[config.mk]
export PLATFORM = sky130hd
export DESIGN_NAME = div_result_bcd
export DESIGN_NICKNAME = d
export VERILOG_FILES = /design/src/rtl/div_pkg.sv /design/src/rtl/bcd_dabble_step.sv /design/src/rtl/div_result_bcd.sv
export SDC_FILE = /design/constraint.sdc
export NUM_CORES = 1
export LEC_CHECK = 0
export ABC_AREA = 1
export CORE_MARGIN = 3
export CORE_UTILIZATION = 40
export DETAILED_ROUTE_END_ITERATION = 8
export PLACE_DENSITY_LB_ADDON = 0.1
export SYNTH_ARGS = -nofsm -noshare
export SYNTH_HDL_FRONTEND = slang
export SYNTH_SLANG_ARGS = --single-unit
[constraint.sdc]
create_clock -name clk -period 2.8 [get_ports clk]
set_input_delay 0.56 -clock clk [delete_from_list [all_inputs] [get_ports clk]]
set_output_delay 0.56 -clock clk [all_outputs]
set_load 0.01 [all_outputs]
[src/rtl/div_pkg.sv]
// Shared constants and types for the divider result BCD formatter.
package div_pkg;

    localparam int unsigned DATA_W      = 8;
    localparam int unsigned NDIG        = 3;
    localparam int unsigned DIG_W       = 4;
    localparam int unsigned ADD3_THRESH = 5;
    localparam int unsigned CNT_W       = $clog2(DATA_W);

    typedef enum logic [1:0] {
        IDLE = 2'd0,
        CONV = 2'd1,
        DONE = 2'd2
    } state_e;

endpackage

[src/rtl/bcd_dabble_step.sv]
// One combinational double-dabble step: add-3 to each digit >= 5, then shift {digits, bin} left by one.
module bcd_dabble_step #(
    parameter int unsigned DATA_W = div_pkg::DATA_W,
    parameter int unsigned NDIG   = div_pkg::NDIG
) (
    input  logic [4*NDIG-1:0] digits,
    input  logic [DATA_W-1:0] bin,
    output logic [4*NDIG-1:0] digits_nxt,
    output logic [DATA_W-1:0] bin_nxt
);
    import div_pkg::*;

    logic [4*NDIG-1:0] adj;

    // Per-digit 4-bit add-3 (no inter-digit carry), then the 1-bit shift moves the MSBs up.
    always_comb begin
        adj = digits;
        for (int i = 0; i < int'(NDIG); i++) begin
            if (digits[i*DIG_W +: DIG_W] >= DIG_W'(ADD3_THRESH)) begin
                adj[i*DIG_W +: DIG_W] = digits[i*DIG_W +: DIG_W] + DIG_W'(3);
            end
        end
        {digits_nxt, bin_nxt} = {adj[4*NDIG-2:0], bin, 1'b0};
    end

endmodule

[src/rtl/div_result_bcd.sv]
// Captures a divider quotient/remainder pair and converts both to packed BCD, one bit per cycle.
module div_result_bcd #(
    parameter int unsigned DATA_W = div_pkg::DATA_W,
    parameter int unsigned NDIG   = div_pkg::NDIG
) (
    input  logic                clk,
    input  logic                rst_n,
    input  logic                in_valid,
    output logic                in_ready,
    input  logic [DATA_W-1:0]   quot,
    input  logic [DATA_W-1:0]   rem,
    input  logic                in_div0,
    output logic                out_valid,
    input  logic                out_ready,
    output logic [4*NDIG-1:0]   quot_bcd,
    output logic [4*NDIG-1:0]   rem_bcd,
    output logic                out_div0
);
    import div_pkg::*;

    localparam int unsigned STEP_CNT_W = (DATA_W > 1) ? $clog2(DATA_W) : 1;

    state_e                  state;
    logic [STEP_CNT_W-1:0]   cnt;
    logic [DATA_W-1:0]       q_bin;
    logic [DATA_W-1:0]       r_bin;
    logic [4*NDIG-1:0]       q_dig_nxt;
    logic [4*NDIG-1:0]       r_dig_nxt;
    logic [DATA_W-1:0]       q_bin_nxt;
    logic [DATA_W-1:0]       r_bin_nxt;

    bcd_dabble_step #(.DATA_W(DATA_W), .NDIG(NDIG)) u_step_quot (
        .digits     (quot_bcd),
        .bin        (q_bin),
        .digits_nxt (q_dig_nxt),
        .bin_nxt    (q_bin_nxt)
    );

    bcd_dabble_step #(.DATA_W(DATA_W), .NDIG(NDIG)) u_step_rem (
        .digits     (rem_bcd),
        .bin        (r_bin),
        .digits_nxt (r_dig_nxt),
        .bin_nxt    (r_bin_nxt)
    );

    // Handshake FSM, step counter and result registers; in_ready/out_valid track state only.
    always_ff @(posedge clk) begin
        if (!rst_n) begin
            state     <= IDLE;
            cnt       <= '0;
            in_ready  <= 1'b1;
            out_valid <= 1'b0;
            quot_bcd  <= '0;
            rem_bcd   <= '0;
            out_div0  <= 1'b0;
            q_bin     <= '0;
            r_bin     <= '0;
        end else begin
            case (state)
                IDLE: begin
                    if (in_valid) begin
                        q_bin    <= quot;
                        r_bin    <= rem;
                        quot_bcd <= '0;
                        rem_bcd  <= '0;
                        out_div0 <= in_div0;
                        cnt      <= '0;
                        in_ready <= 1'b0;
                        state    <= CONV;
                    end
                end
                CONV: begin
                    quot_bcd <= q_dig_nxt;
                    rem_bcd  <= r_dig_nxt;
                    q_bin    <= q_bin_nxt;
                    r_bin    <= r_bin_nxt;
                    cnt      <= cnt + STEP_CNT_W'(1);
                    if (cnt == STEP_CNT_W'(DATA_W - 1)) begin
                        cnt       <= '0;
                        out_valid <= 1'b1;
                        state     <= DONE;
                    end
                end
                DONE: begin
                    if (out_ready) begin
                        out_valid <= 1'b0;
                        in_ready  <= 1'b1;
                        state     <= IDLE;
                    end
                end
                default: begin
                    cnt       <= '0;
                    out_valid <= 1'b0;
                    in_ready  <= 1'b1;
                    state     <= IDLE;
                end
            endcase
        end
    end

endmodule

==> results.toml <==
[yosys]
syn-mean-instance-area_um2 = 7.01
synthTopCellsByArea = "dfxtp_1, nand2_1, ha_1"
ys_seq_elements = 48
syn_area_um2 = 2640
synth_warnings = 0
synthTopCellsByCount = "nand2_1, dfxtp_1, nor2_1"
synth_top_area_cell = "dfxtp_1"
synth_cell_types = 24
synthesis.nets = 411
yosysSeqAreaShare = 0.365
synth_flop_cell = "dfxtp_1"
post-synth-top-count-cell = "nand2_1"
synth_cells = 376
yosysTopAreaCellShare = 0.365
synth-async-reset-ratio = 0
synth_edf_count = 0

[timing]
skew_ns = 0.00222
worst_pin_slew_ns = 0.599
rsz0062_at_grt = "false"
fmax_mhz = 523
slew_headroom = 0.600
hold_violations = 0
fin_crit_sh = 0.682
holdWs_ns = 0.456
setup_ws_ns = 0.889
maxSlewViolCount = 0
final-setup-viol-count = 0
fin_crit_ns = 1.91
fin_tns_setup_ns = 0

[clock_tree]
clkSinkCount = 48
cts_root_buf = "clkbuf_8"
clk_pin_slew_ns = 0.08
cts_tree = "built"
clk_path_buf_depth = 2
cts_made_buffers = 5
clk_latency_ns = 0.29
ctsResizeCount = 0
cts_setup_buffers = 0
htree_levels = 2
cts_hold_buf = 0

[routing]
wl_um = 5570
dr_total_vias = 2431
drt_iter0_drc = 140
drtPass1Iterations = 5
wire_per_inst_um = 11.3
final_antenna_net_count = 0
drcViolationCount = 0
via_per_inst = 4.93

[global_routing]
grt_use_total = 0.155
gr-total-overflow = 0
grt_pass1_vias = 2258
grt_start_max_net_pins = 41
grt_pass1_wl_um = 9740
antenna_found_initial = 0

[layout]
antenna_cells = 0
nFillCells = 613
drive_above_1_share = 0.0742
area_growth_pct = 20.8
regArea_um2 = 961
multi_input_area_um2 = 1420
final_cell_area_um2 = 3180
final_util = 0.519
nNetsFinal = 452

[place]
dpl-instance-area_um2 = 3090
dp_hpwl_um = 3790
gp_congestion = 0.800
io_buffers = 47
dp_slack_ns = 0.757

[die]
die-area_um2 = 7600
die_height_um = 87.2
placementRows = 28
start_util = 0.430
core_area_um2 = 6130
top_level_ports = 48
die_w_um = 87.2

[status]
status = "complete, no violations"

[worst_setup_path]
crit_fanout = 7
end_kind = "output pin"
path_cells = "clkdlybuf4s50_1"
max_stage_delay_ns = 0.60
crit_required_ns = 2.24
crit_family = "buffers and inverters"
arrival_ns = 1.35
path_class = "flip-flop to output pin"
crit_buf_inv = 1
start_kind = "flip-flop"
crit_slowest_cell = "clkdlybuf4s50_1"

[hold_path]
hp-class = "flip-flop to flip-flop"

[pwr]
ir_drop_mv = 0.247
powerDensity_nw_per_um2 = 419
leakagePower_nw = 1.34

[run]
max_cap_viol_count = 0
worst paths after layout:
| kind | start | end | slack (ns) | cells past startpoint |
|---|---|---|---|---|
| setup / recovery | rem_bcd[6]$_SDFFE_PN0P_ | rem_bcd[6] | 0.89 | 1 |
| hold / removal | out_valid$_SDFFE_PN0P_ | out_valid$_SDFFE_PN0P_ | 0.46 | 2 |
| setup reg to reg | state[1]$_SDFFE_PN0P_ | rem_bcd[4]$_SDFFE_PN0P_ | 1.01 | 7 |
| hold reg to reg | out_valid$_SDFFE_PN0P_ | out_valid$_SDFFE_PN0P_ | 0.46 | 2 |
cell usage in the layout, fill, tap and decap left out, types with 3 or more instances in the layout:
cell type,synthesis,final
nand2_1,117,117
dfxtp_1,48,48
clkdlybuf4s50_1,0,47
nor2_1,45,45
inv_1,34,34
a21oi_1,22,22
o21ai_0,21,21
nand3_1,18,18
ha_1,14,14
nand4_1,12,12
a21oi_2,10,10
nand3_2,7,7
o211ai_1,6,6
clkbuf_8,0,6
nand2_4,3,3
sequential cells by signal (all words and copies together) (netlist names):
name	count
rem_bcd	12
cnt	3
in_ready	1
r_bin	8
quot_bcd	12
q_bin	8
state	2
out_div0	1
out_valid	1
cells by family (layout without fill, tap and decap cells):
logic type	after synthesis	after routing	synth area share
buf+inv	51	93	0.0978
simple gates	204	204	0.339
fa+ha+maj	14	14	0.0665
flops	48	48	0.365
compound gates	59	59	0.132
per-stage QoR:
stage / power, mW / cells
after floorplan: 0.882 / 376
after global placement: 0.925 / 485
after detailed placement: 0.926 / 485
after CTS: 1.35 / 493
after global routing: 1.41 / 493
final: 1.33 / 493
layout make-up:
cell class	instances	share of cell area
clock buffer	8	0.0283
inverter	37	0.0448
multi-input combinational	277	0.445
sequential	48	0.302
tap	75	0.0295
timing repair buffer	48	0.150
routing by layer:
metal,up-vias,GRT usage,routed length [µm]
met5,-,0,0
met4,0,0.0377,50
met3,5,0.0322,287
met2,54,0.262,2440
met1,1081,0.201,2790
li1,1291,-,-
power breakdown:
group | switching, mW | internal (mW)
combinational | 0.109 | 0.0700
sequential | 0.0176 | 0.712
clock | 0.221 | 0.202
Power figures use the tool's default switching activity.
